**config.mk**
```make
export PLATFORM = sky130hd
export DESIGN_NAME = rpc2_ctrl_mem_reset_gen
export DESIGN_NICKNAME = d
export VERILOG_FILES = /design/src/rtl/rpc2_ctrl_mem_reset_gen.sv
export SDC_FILE = /design/constraint.sdc
export NUM_CORES = 1
export LEC_CHECK = 0
export ABC_AREA = 0
export ABC_CLOCK_PERIOD_IN_PS = 3400
export CAP_MARGIN = 20
export CELL_PAD_IN_SITES_DETAIL_PLACEMENT = 2
export CELL_PAD_IN_SITES_GLOBAL_PLACEMENT = 2
export CORE_MARGIN = 1
export CORE_UTILIZATION = 30
export CTS_BUF_LIST = sky130_fd_sc_hd__clkbuf_4 sky130_fd_sc_hd__clkbuf_8 sky130_fd_sc_hd__clkbuf_16
export CTS_CLUSTER_SIZE = 12
export DETAILED_ROUTE_END_ITERATION = 8
export GPL_TIMING_DRIVEN = 0
export PLACE_DENSITY_LB_ADDON = 0.1
export SLEW_MARGIN = 25
export SYNTH_ARGS = -nofsm -noshare
export SYNTH_HDL_FRONTEND = slang
export SYNTH_SLANG_ARGS = --single-unit
export TNS_END_PERCENT = 50
```
**constraint.sdc**
```tcl
create_clock -name clk -period 3.4 [get_ports clk]
set_input_delay 0.51 -clock clk [delete_from_list [all_inputs] [get_ports clk]]
set_output_delay 0.51 -clock clk [all_outputs]
set_load 0.05 [all_outputs]
```
**src/rtl/rpc2_ctrl_mem_reset_gen.sv**
```systemverilog
// Drives the memory RESET# pin: timed low pulse, recovery wait, then ready.
// Optional power-up hold on the first pulse: define RPC2_CTRL_MEM_POWERUP_WAIT_EN.
module rpc2_ctrl_mem_reset_gen #(
  parameter int PULSE_CYCLES    = 16,
  parameter int RECOVERY_CYCLES = 64,
  parameter int POWERUP_CYCLES  = 1024,
  parameter int CNT_W           = 12
) (
  input  logic clk,
  input  logic areset_n,
  input  logic rst_req,
  output logic mem_reset_n,
  output logic mem_ready,
  output logic rst_done,
  output logic busy
);

`ifdef RPC2_CTRL_MEM_POWERUP_WAIT_EN
  // One extra bit so the counter can hold POWERUP_CYCLES + PULSE_CYCLES - 1.
  localparam int CW = CNT_W + 1;
`else
  localparam int CW = CNT_W;
`endif

  localparam logic [CW-1:0] LOAD_PULSE   = CW'(PULSE_CYCLES - 1);
  localparam logic [CW-1:0] LOAD_RECOVER = CW'(RECOVERY_CYCLES - 1);

  // Elaboration-time guard against counter loads that would not fit.
  if (PULSE_CYCLES < 1 || PULSE_CYCLES > (1 << CNT_W) ||
      RECOVERY_CYCLES < 1 || RECOVERY_CYCLES > (1 << CNT_W) ||
      POWERUP_CYCLES < 1 || POWERUP_CYCLES > (1 << CNT_W)) begin : g_bad_params
    $error("rpc2_ctrl_mem_reset_gen: cycle parameter out of range for CNT_W");
  end

  typedef enum logic [1:0] {
    ST_ASSERT  = 2'd0,
    ST_RECOVER = 2'd1,
    ST_READY   = 2'd2
  } state_t;

  state_t        state_reg, state_next;
  logic [CW-1:0] cnt_reg, cnt_next;
  logic          pending_reg, pending_next;
  logic          mem_reset_n_reg, mem_reset_n_next;
  logic          mem_ready_reg, mem_ready_next;
  logic          rst_done_reg, rst_done_next;
  logic          busy_reg, busy_next;
  logic [CW-1:0] load_assert;
  logic [CW-1:0] load_reset;
  logic          cnt_zero;

`ifdef RPC2_CTRL_MEM_POWERUP_WAIT_EN
  localparam logic [CW-1:0] LOAD_FIRST = CW'(POWERUP_CYCLES + PULSE_CYCLES - 1);

  logic first_pulse_reg, first_pulse_next;

  // Only the pulse that follows areset_n carries the power-up hold.
  assign load_assert = first_pulse_reg ? LOAD_FIRST : LOAD_PULSE;
  assign load_reset  = LOAD_FIRST;

  always_comb begin
    first_pulse_next = first_pulse_reg;
    if (state_reg == ST_ASSERT && cnt_zero) begin
      first_pulse_next = 1'b0;
    end
  end

  always_ff @(posedge clk or negedge areset_n) begin
    if (!areset_n) begin
      first_pulse_reg <= 1'b1;
    end else begin
      first_pulse_reg <= first_pulse_next;
    end
  end
`else
  assign load_assert = LOAD_PULSE;
  assign load_reset  = LOAD_PULSE;
`endif

  assign cnt_zero = (cnt_reg == '0);

  always_comb begin
    state_next   = state_reg;
    pending_next = pending_reg;
    // Saturating decrement: the counter parks at zero.
    cnt_next     = cnt_zero ? cnt_reg : cnt_reg - CW'(1);

    unique case (state_reg)
      ST_ASSERT: begin
        if (cnt_zero) begin
          state_next = ST_RECOVER;
          cnt_next   = LOAD_RECOVER;
        end
      end
      ST_RECOVER: begin
        if (cnt_zero) begin
          // A request landing on the final cycle is treated as pending.
          if (pending_reg || rst_req) begin
            state_next   = ST_ASSERT;
            cnt_next     = load_assert;
            pending_next = 1'b0;
          end else begin
            state_next = ST_READY;
          end
        end else if (rst_req) begin
          pending_next = 1'b1;
        end
      end
      ST_READY: begin
        if (rst_req) begin
          state_next = ST_ASSERT;
          cnt_next   = load_assert;
        end
      end
      default: begin
        state_next   = ST_ASSERT;
        cnt_next     = load_assert;
        pending_next = 1'b0;
      end
    endcase
  end

  // Outputs are decoded from the next state and registered, so the pin never glitches.
  always_comb begin
    mem_reset_n_next = (state_next != ST_ASSERT);
    mem_ready_next   = (state_next == ST_READY);
    rst_done_next    = (state_reg == ST_RECOVER) && (state_next == ST_READY);
    busy_next        = (state_next != ST_READY);
  end

  always_ff @(posedge clk or negedge areset_n) begin
    if (!areset_n) begin
      state_reg       <= ST_ASSERT;
      cnt_reg         <= load_reset;
      pending_reg     <= 1'b0;
      mem_reset_n_reg <= 1'b0;
      mem_ready_reg   <= 1'b0;
      rst_done_reg    <= 1'b0;
      busy_reg        <= 1'b1;
    end else begin
      state_reg       <= state_next;
      cnt_reg         <= cnt_next;
      pending_reg     <= pending_next;
      mem_reset_n_reg <= mem_reset_n_next;
      mem_ready_reg   <= mem_ready_next;
      rst_done_reg    <= rst_done_next;
      busy_reg        <= busy_next;
    end
  end

  assign mem_reset_n = mem_reset_n_reg;
  assign mem_ready   = mem_ready_reg;
  assign rst_done    = rst_done_reg;
  assign busy        = busy_reg;

endmodule

```
Word level (Yosys, flattened, before mapping)
Index checks and enable logic that the tools add are counted.

operators by class
  $add $sub $neg = 1
  eq/ne operators = 6
  mux-type cells = 15
  bitwise operators = 1
  reductions and logical operators = 7

operators by type and width
  operator                                                                count
  12-bit two-way mux                                                      5
  12-bit one-hot mux with 3 select lines                                  1
  12-bit logical NOT                                                      1
  12-bit by 1-bit subtractor with 12-bit output (second input constant)   1
  2-bit two-way mux                                                       4
  3-bit != test (second input constant)                                   2
  2-bit one-hot mux with 3 select lines                                   1
  2-bit equality test (second input constant)                             2
  1-bit two-way mux                                                       3
  3-bit AND reduction                                                     1
  2-bit by 1-bit equality test with 1-bit output (second input constant)  1
  2-bit logical NOT                                                       1
  2-bit != test (second input constant)                                   1
  1-bit one-hot mux with 2 select lines                                   1
  2-bit nonzero test                                                      1
  2-bit OR reduction                                                      1
  1-bit logical AND                                                       1
  1-bit logical OR                                                        1
  1-bit inverter                                                          1

storage, ports and cells
  register bits after elaboration = 19
  bits of input ports = 3
  output and inout port bits = 4
  word-level logic and storage cells = 37

Logic depth before layout (Yosys ltp)
Gate-level depths: netlist of the first run.

  word-level depth = 6
  mapped depth = 9
  depth with buffers taken out = 9

Worst setup path before layout of the first run
No wires, ideal clock.

  path kind = reg-to-reg
  start point = reg cnt_reg[0]
  end point = reg cnt_reg[0]
  library setup time = 0.078 ns
  data arrival time = 2.100 ns
  required time = 3.322 ns
  slack = 1.222 ns
  cell stages (with the launch flop) = 9
  path buffers = 0
  clock period less this slack = 2.178 ns
  cell sequence = dfstp_2 -> inv_1 -> ha_1 -> nor4b_2 -> and3_4 -> inv_2 -> ha_1 -> or4_1 -> a31o_1

between the ends
  longest elaborated chain between the ends = 5
  elaborated cells between the ends (all ways) = 8
  those cells by class = 1 x add/sub; 6 x mux; 1 x reduce/logical

RTL lines
  item                                                                                 line    source
  start, declared                                                                      42      logic [CW-1:0] cnt_reg, cnt_next;
  start signal, assigned                                                               134     cnt_reg <= load_reset;
  start signal, assigned                                                               142     cnt_reg <= cnt_next;
  12-bit by 1-bit subtractor with 12-bit output or 12-bit logical NOT (tied branches)  86, 80
  12-bit two-way mux                                                                   86      cnt_next = cnt_zero ? cnt_reg : cnt_reg - CW'(1);
  12-bit two-way mux                                                                   98      if (pending_reg || rst_req) begin
  12-bit two-way mux                                                                   96      if (cnt_zero) begin
  12-bit one-hot mux with 3 select lines (*)                                           88      unique case (state_reg)
  net cnt_next[0]                                                                      42

Mark *: on every way through the listed nets, which the timed path passes. The rest lies on a longest branch.
A chain may end at the register's enable or synchronous reset.

Final worst setup path of the first run
Ends and elaborated chain as after synthesis.

==> results of run 1 <==
worst max-delay path, cell delays in order, from the launching register on:
cell and delay (ps):
sky130_fd_sc_hd__dfstp_2 600, sky130_fd_sc_hd__inv_1 80, sky130_fd_sc_hd__ha_1 190, sky130_fd_sc_hd__nor4b_2 170
sky130_fd_sc_hd__and3_4 190, sky130_fd_sc_hd__inv_2 140, sky130_fd_sc_hd__ha_1 260, sky130_fd_sc_hd__or4_1 470
sky130_fd_sc_hd__a31o_1 230
kinds of logic after synthesis:
kind of cell / Yosys count / synth area share (%)
AOI/OAI and AO/OA: 28 / 17.8
and+or+nand+nor: 41 / 24.3
DFF: 19 / 48.2
xor gates and xnor gates: 1 / 0.876
buffers and inverters: 8 / 3.13
muxes: 2 / 2.00
adders and majority gates: 3 / 3.76
routing by layer:
| layer | part of all wire [%] | vias to the layer above | GRT usage (%) | routed length [µm] |
|---|---|---|---|---|
| met5 | 0 | - | 0 | 0 |
| met4 | 0.86 | 0 | 2.99 | 21 |
| met3 | 2.4 | 2 | 4.55 | 59 |
| met2 | 47 | 9 | 28.1 | 1140 |
| met1 | 50 | 413 | 21.4 | 1220 |
| li1 | - | 388 | - | - |
layout make-up:
type | count | area (µm²) | share of cell area, %
inverters | 3 | 11.3 | 0.997
clock buffers | 4 | 30.0 | 2.66
well taps | 44 | 55.1 | 4.87
plain buffers | 5 | 20.0 | 1.77
multi-input cells | 75 | 487 | 43.1
repair buffers | 5 | 45.0 | 3.99
flip-flops and latches | 19 | 482 | 42.6
cells in the final DEF, fill, tap and decap left out, drive strengths merged, types with 4 or more instances in the layout:
cell / count
dfstp: 5
o31ai: 4
clkdlybuf4s50: 4
a21oi: 12
clkbuf: 8
nand2: 7
dfrtp: 14
nor2: 10
worst max path at each step:
stage | from | end | slack, ps
floorplan | cnt_reg[0]$_DFF_PN1_ | cnt_reg[0]$_DFF_PN1_ | 1220
global placement | cnt_reg[0]$_DFF_PN1_ | cnt_reg[0]$_DFF_PN1_ | 1040
detailed placement | cnt_reg[0]$_DFF_PN1_ | cnt_reg[0]$_DFF_PN1_ | 1000
CTS | cnt_reg[0]$_DFF_PN1_ | cnt_reg[0]$_DFF_PN1_ | 980
global route | cnt_reg[0]$_DFF_PN1_ | cnt_reg[0]$_DFF_PN1_ | 850
finish | cnt_reg[0]$_DFF_PN1_ | cnt_reg[0]$_DFF_PN1_ | 1010
metrics by stage:
| step | std cells | hold slack, ps | instance area (µm²) | utilization [%] | setup slack [ps] |
|---|---|---|---|---|---|
| finish | 155 | 138 | 1130 | 36.4 | 1010 |
| detailed placement | 151 | 499 | 1100 | 35.6 | 998 |
| global route | 155 | 166 | 1130 | 36.4 | 851 |
| CTS | 155 | 515 | 1130 | 36.6 | 980 |
| global placement | 151 | 486 | 1100 | 35.6 | 1040 |
| floorplan | 102 | 214 | 1000 | - | 1220 |
power by group through the flow:
stage	clock network [mW]	registers [mW]	logic, mW
floorplan	0	0.410	0.181
global placement	0	0.429	0.222
detailed placement	0	0.433	0.244
CTS	0.132	0.430	0.245
global route	0.138	0.448	0.276
finish	0.125	0.431	0.237
==> reports/qor.json, run 1 <==
{
  "finalCritPeriodShare": {"value": 70.2, "unit": "%"},
  "setup.worst_path.class": {"value": "flip-flop to flip-flop"},
  "first_global_vias": {"value": 930},
  "ctsHtreeMaxLevel": {"value": 1},
  "numPortBuffers": {"value": 5},
  "ys_async_sr_fraction": {"value": 100, "unit": "%"},
  "p_comb_share": {"value": 29.9, "unit": "%"},
  "cts.clk_slew.worst_paths": {"value": 110, "unit": "ps"},
  "dr.first_iter.drc_count": {"value": 18},
  "root_buf_cell": {"value": "sky130_fd_sc_hd__clkbuf_4"},
  "synth_top_area_share": {"value": 35.0, "unit": "%"},
  "reg2reg_setup_slack": {"value": 1010, "unit": "ps"},
  "cell_internal_pwr": {"value": 0.488, "unit": "mW"},
  "grt_antenna_before_repair": {"value": 0},
  "finalNetCount": {"value": 118},
  "drt-vias-per-instance": {"value": 5.24},
  "run_status": {"value": "finished clean"},
  "numClockSinks": {"value": 19},
  "gr-total-overflow": {"value": 0},
  "timing.reg2reg.worst_path_depth": {"value": 8},
  "syn_nets": {"value": 108},
  "timing.final.hold_violations": {"value": 0},
  "synth.top_cells.by_count": {"value": "14 x sky130_fd_sc_hd__dfrtp_1, 12 x sky130_fd_sc_hd__a21oi_1, 10 x sky130_fd_sc_hd__nor2_1, 7 x sky130_fd_sc_hd__nand2_1, 5 x sky130_fd_sc_hd__dfstp_2"},
  "finalWorstPathRequiredPeriod": {"value": 2390, "unit": "ps"},
  "grtUsageTotal": {"value": 16.6, "unit": "%"},
  "synth-seq-cells": {"value": 19},
  "pwr_density_cell": {"value": 702, "unit": "nW/µm²"},
  "fp-row-count": {"value": 20},
  "netlist.top_cell.by_area": {"value": "sky130_fd_sc_hd__dfrtp_1"},
  "synth.top_cells.by_area": {"value": "sky130_fd_sc_hd__dfrtp_1 35%, sky130_fd_sc_hd__dfstp_2 13%, sky130_fd_sc_hd__a21oi_1 6.0%, sky130_fd_sc_hd__ha_1 3.8%, sky130_fd_sc_hd__nor2_1 3.8%"},
  "gp_routability_congestion": {"value": 0.672},
  "clk_path_buf_depth": {"value": 2},
  "synth_edf_count": {"value": 0},
  "tritoncts": {"value": "built"},
  "power_switching_share": {"value": 38.4, "unit": "%"},
  "post-route-drc-count": {"value": 0},
  "post-cts-setup-buffers": {"value": 0},
  "vias": {"value": 812},
  "worst-endpoint-required": {"value": 3640, "unit": "ps"},
  "ys_warn_count": {"value": 0},
  "post_cts_resize_count": {"value": 0},
  "ios": {"value": 7},
  "wire_length_after_detailed_routing": {"value": 2440, "unit": "µm"},
  "setup_viol_count_final": {"value": 0},
  "worst_ep_arrival_time": {"value": 2630, "unit": "ps"},
  "synth_cell_type_count": {"value": 34},
  "cts-hold-fix-buffers": {"value": 0},
  "fill_cells": {"value": 372},
  "wl_per_cell": {"value": 15.7, "unit": "µm"},
  "synthFlopType": {"value": "sky130_fd_sc_hd__dfrtp_1"},
  "final_worst_clock_skew": {"value": 3.19, "unit": "ps"},
  "grt_start_max_net_pins": {"value": 20},
  "final_layout_size_suffix_gt1_share": {"value": 14.4, "unit": "%"},
  "synthMostInstantiatedCell": {"value": "sky130_fd_sc_hd__dfrtp_1"},
  "core-area": {"value": 3100, "unit": "µm²"},
  "path_max_fanout": {"value": 8},
  "synthesis.instances": {"value": 102},
  "p_switching": {"value": 0.305, "unit": "mW"},
  "vdd_drop_max": {"value": 431, "unit": "µV"},
  "crit_path_start_kind": {"value": "flip-flop"},
  "timing.critical_path.to_type": {"value": "flip-flop"},
  "reg_to_reg_start": {"value": "cnt_reg[0]$_DFF_PN1_"},
  "dpl.hpwl": {"value": 1780, "unit": "µm"},
  "antenna_cells_inserted": {"value": 0},
  "floorplan.die_area": {"value": 3570, "unit": "µm²"},
  "insertion_delay": {"value": 300, "unit": "ps"},
  "cap_viol_max_count": {"value": 0},
  "share_clk_of_total_power": {"value": 15.8, "unit": "%"},
  "power": {"value": 0.793, "unit": "mW"},
  "initial_core_util": {"value": 32.2, "unit": "%"},
  "grt_pass1_wl": {"value": 4320, "unit": "µm"},
  "final_antenna_net_count": {"value": 0},
  "die_w": {"value": 59.7, "unit": "µm"},
  "setup-tns-final": {"value": 0, "unit": "ps"},
  "fmax": {"value": 419, "unit": "MHz"},
  "power.sequential.fraction": {"value": 54.3, "unit": "%"},
  "worstHoldPathType": {"value": "primary input to async pin"},
  "rsz0062_at_grt": {"value": "false"},
  "leakage": {"value": 0.440, "unit": "nW"},
  "worstMarginPinSlew": {"value": 697, "unit": "ps"},
  "final_max_slew_viol_count": {"value": 0},
  "cts_buffers": {"value": 3},
  "timing.slew.headroom": {"value": 53.4, "unit": "%"},
  "syn-mean-instance-area": {"value": 9.80, "unit": "µm²"},
  "die_height": {"value": 59.7, "unit": "µm"},
  "synth_area": {"value": 1000, "unit": "µm²"},
  "drt_pre_antenna_iters": {"value": 2},
  "crit-reg2reg-capture": {"value": "cnt_reg[0]$_DFF_PN1_"},
  "largest_register_ff_count": {"value": 12},
  "area_growth": {"value": 13.0, "unit": "%"},
  "synth_sequential_area_ratio": {"value": 48.2, "unit": "%"}
}
(Power assumes the default switching activity.)
==> run 2: changes to the inputs <==
--- a/config.mk
+++ b/config.mk
@@ -6,7 +6,7 @@
 export NUM_CORES = 1
 export LEC_CHECK = 0
 export ABC_AREA = 0
-export ABC_CLOCK_PERIOD_IN_PS = 3400
+export ABC_CLOCK_PERIOD_IN_PS = 2330
 export CAP_MARGIN = 20
 export CELL_PAD_IN_SITES_DETAIL_PLACEMENT = 2
 export CELL_PAD_IN_SITES_GLOBAL_PLACEMENT = 2
==> constraint.sdc (replaced) <==
create_clock -name clk -period 2.33 [get_ports clk]
set_input_delay 0.3495 -clock clk [delete_from_list [all_inputs] [get_ports clk]]
set_output_delay 0.3495 -clock clk [all_outputs]
set_load 0.05 [all_outputs]
==> run 2 against run 1 <==
Effect of this change:
- the run now ends with hold timing left
- first-iteration DRC count decreased by 39%
- flip-flop and latch count unchanged
- setup slack got worse by 940 ps
- die area unchanged
- combinational power increased by 64%
- sequential share of layout area decreased by 1.5 points
- core utilization increased by 1.3 points
- count of clock-buffer cells in the layout unchanged
- sequential power increased by 45%
- cell count increased by 2.6%
- clock skew increased by 0.69 ps
- critical path type unchanged
- critical endpoint unchanged
==> reports/qor.json, run 2 (same netlist as run 1, synthesis figures left out) <==
{
  "pwr_density_cell": {"value": 1020, "unit": "nW/µm²"},
  "reg_to_reg_start": {"value": "cnt_reg[6]$_DFF_PN0_"},
  "reg2reg_setup_slack": {"value": 70, "unit": "ps"},
  "grtUsageTotal": {"value": 16.5, "unit": "%"},
  "timing.final.hold_violations": {"value": 14},
  "cts.clk_slew.worst_paths": {"value": 110, "unit": "ps"},
  "path_max_fanout": {"value": 8},
  "wl_per_cell": {"value": 15.7, "unit": "µm"},
  "worst_path_max_delay_cell": {"value": "sky130_fd_sc_hd__or4_1"},
  "timing.reg2reg.worst_path_depth": {"value": 6},
  "mostFrequentLayoutCells": {"value": "14 x sky130_fd_sc_hd__dfrtp_1, 12 x sky130_fd_sc_hd__a21oi_1, 10 x sky130_fd_sc_hd__nor2_1"},
  "final_layout_size_suffix_gt1_share": {"value": 17.4, "unit": "%"},
  "finalInstanceArea": {"value": 1170, "unit": "µm²"},
  "finalCritPeriodShare": {"value": 97.0, "unit": "%"},
  "setup.worst_path.class": {"value": "flip-flop to flip-flop"},
  "critPathMaxStageDelay": {"value": 470, "unit": "ps"},
  "floorplan.die_area": {"value": 3570, "unit": "µm²"},
  "timing.critical_path.to_type": {"value": "flip-flop"},
  "crit_path_end": {"value": "cnt_reg[0]$_DFF_PN1_"},
  "fmax": {"value": 442, "unit": "MHz"},
  "timing.slew.headroom": {"value": 52.3, "unit": "%"},
  "grt_antenna_before_repair": {"value": 0},
  "final-seq-area": {"value": 482, "unit": "µm²"},
  "worst-endpoint-required": {"value": 2570, "unit": "ps"},
  "finalCoreUtilization": {"value": 37.7, "unit": "%"},
  "worstSetupStartpoint": {"value": "cnt_reg[6]$_DFF_PN0_"},
  "fill_cells": {"value": 374},
  "dpl.cell_count": {"value": 151},
  "crit-reg2reg-capture": {"value": "cnt_reg[0]$_DFF_PN1_"},
  "finalNetCount": {"value": 122},
  "worstMarginPinSlew": {"value": 715, "unit": "ps"},
  "multi_input_comb_area": {"value": 495, "unit": "µm²"},
  "vias": {"value": 830},
  "crit_path_start_kind": {"value": "flip-flop"},
  "setup_viol_count_final": {"value": 0},
  "gp_routability_congestion": {"value": 0.672},
  "largest_register_ff_count": {"value": 12},
  "run_status": {"value": "finished with violations"},
  "failing_checks": {"value": "hold timing"},
  "grt_start_max_net_pins": {"value": 20},
  "first_global_vias": {"value": 931},
  "gr-total-overflow": {"value": 0},
  "drt-vias-per-instance": {"value": 5.22},
  "finalWorstPathRequiredPeriod": {"value": 2260, "unit": "ps"},
  "cts-hold-fix-buffers": {"value": 0},
  "antenna_cells_inserted": {"value": 0},
  "ios": {"value": 7},
  "ctsHtreeMaxLevel": {"value": 1},
  "die_w": {"value": 59.7, "unit": "µm"},
  "root_buf_cell": {"value": "sky130_fd_sc_hd__clkbuf_4"},
  "final_max_slew_viol_count": {"value": 0},
  "core-area": {"value": 3100, "unit": "µm²"},
  "drt_pre_antenna_iters": {"value": 2},
  "vdd_drop_max": {"value": 638, "unit": "µV"},
  "tritoncts": {"value": "built"},
  "commonest_non_fill_non_tap_cell_in_the_layout": {"value": "sky130_fd_sc_hd__dfrtp_1"},
  "numClockSinks": {"value": 19},
  "post-route-drc-count": {"value": 0},
  "hold_ws": {"value": -24.1, "unit": "ps"},
  "die_height": {"value": 59.7, "unit": "µm"},
  "critical_path_cell_sequence": {"value": "nor4_4 -> and3_4 -> inv_4 -> ha_1 -> or4_1 -> a31o_1"},
  "stdcell_count": {"value": 159},
  "dpl.hpwl": {"value": 1780, "unit": "µm"},
  "cts_buffers": {"value": 3},
  "clk_path_buf_depth": {"value": 2},
  "fp-row-count": {"value": 20},
  "insertion_delay": {"value": 300, "unit": "ps"},
  "final_worst_clock_skew": {"value": 3.88, "unit": "ps"},
  "initial_core_util": {"value": 32.2, "unit": "%"},
  "leakage": {"value": 0.466, "unit": "nW"},
  "dpl-instance-area": {"value": 1100, "unit": "µm²"},
  "worst_ep_arrival_time": {"value": 2500, "unit": "ps"},
  "final_antenna_net_count": {"value": 0},
  "wire_length_after_detailed_routing": {"value": 2500, "unit": "µm"},
  "dr.first_iter.drc_count": {"value": 11},
  "power": {"value": 1.20, "unit": "mW"},
  "area_growth": {"value": 17.1, "unit": "%"},
  "cap_viol_max_count": {"value": 0},
  "numPortBuffers": {"value": 5},
  "worstHoldPathType": {"value": "primary input to async pin"},
  "grt_pass1_wl": {"value": 4280, "unit": "µm"}
}
[run 2: changes by cell type in the layout (fill, tap and decap cells not counted), sizes merged]
cell  delta
buf      +4
[run 2: where the power goes]
group	internal (mW)	switching [mW]	total [mW]
clock network	0.0784	0.104	0.183
logic	0.191	0.198	0.389
registers	0.469	0.158	0.627
total	0.738	0.461	1.20
[run 2: what timing repair did]
| action | CTS | global route |
|---|---|---|
| gates resized for setup | 2 | 0 |
| endpoints found under the setup margin | 1 | 1 |
| buffers inserted | 1 | 3 |
| pin swaps | 0 | 3 |
[run 2: worst min path at each step]
stage,startpoint,end,depth (start not counted)
after floorplan,areset_n,cnt_reg[10]$_DFF_PN0_,0
after global placement,pending_reg$_DFFE_PN0P_,rst_done$_DFF_PN0_,1
after detailed placement,pending_reg$_DFFE_PN0P_,rst_done$_DFF_PN0_,1
after CTS,rst_req,busy$_DFF_PN1_,2
after global routing,areset_n,state_reg[0]$_DFF_PN0_,1
final,areset_n,state_reg[0]$_DFF_PN0_,1
[run 2: cell type report]
cell class	instances	area share, %
buffer	5	1.71
multi-input combinational	75	42.3
inverter	3	1.18
sequential	19	41.1
clock buffer	4	2.56
timing repair buffer	9	6.41
tap	44	4.70
[run 2: worst max-delay path, delay by kind of cell, from the launching register on]
| family | cells | cell delay (ps) |
|---|---|---|
| simple gates | 3 | 1190 |
| buf+inv | 1 | 60 |
| flops | 1 | 450 |
| fa+ha+maj | 1 | 280 |
| compound gates | 1 | 220 |
[run 2: metal layers]
metal	wire, µm	track usage (%)	share of wire (%)
met1	1230	21.0	49
met2	1200	28.3	48
met3	59	4.55	2.4
met4	21	2.99	0.84
met5	0	0	0
[run 2: per-stage QoR]
step	setup WS, ps	setup TNS (ps)
6_report	69.5	0
5_1_grt	-12.8	-12.8
4_1_cts	16.5	0
3_5_place_dp	-71.6	-71.6
3_3_place_gp	-31.3	-31.3
2_1_floorplan	152	0
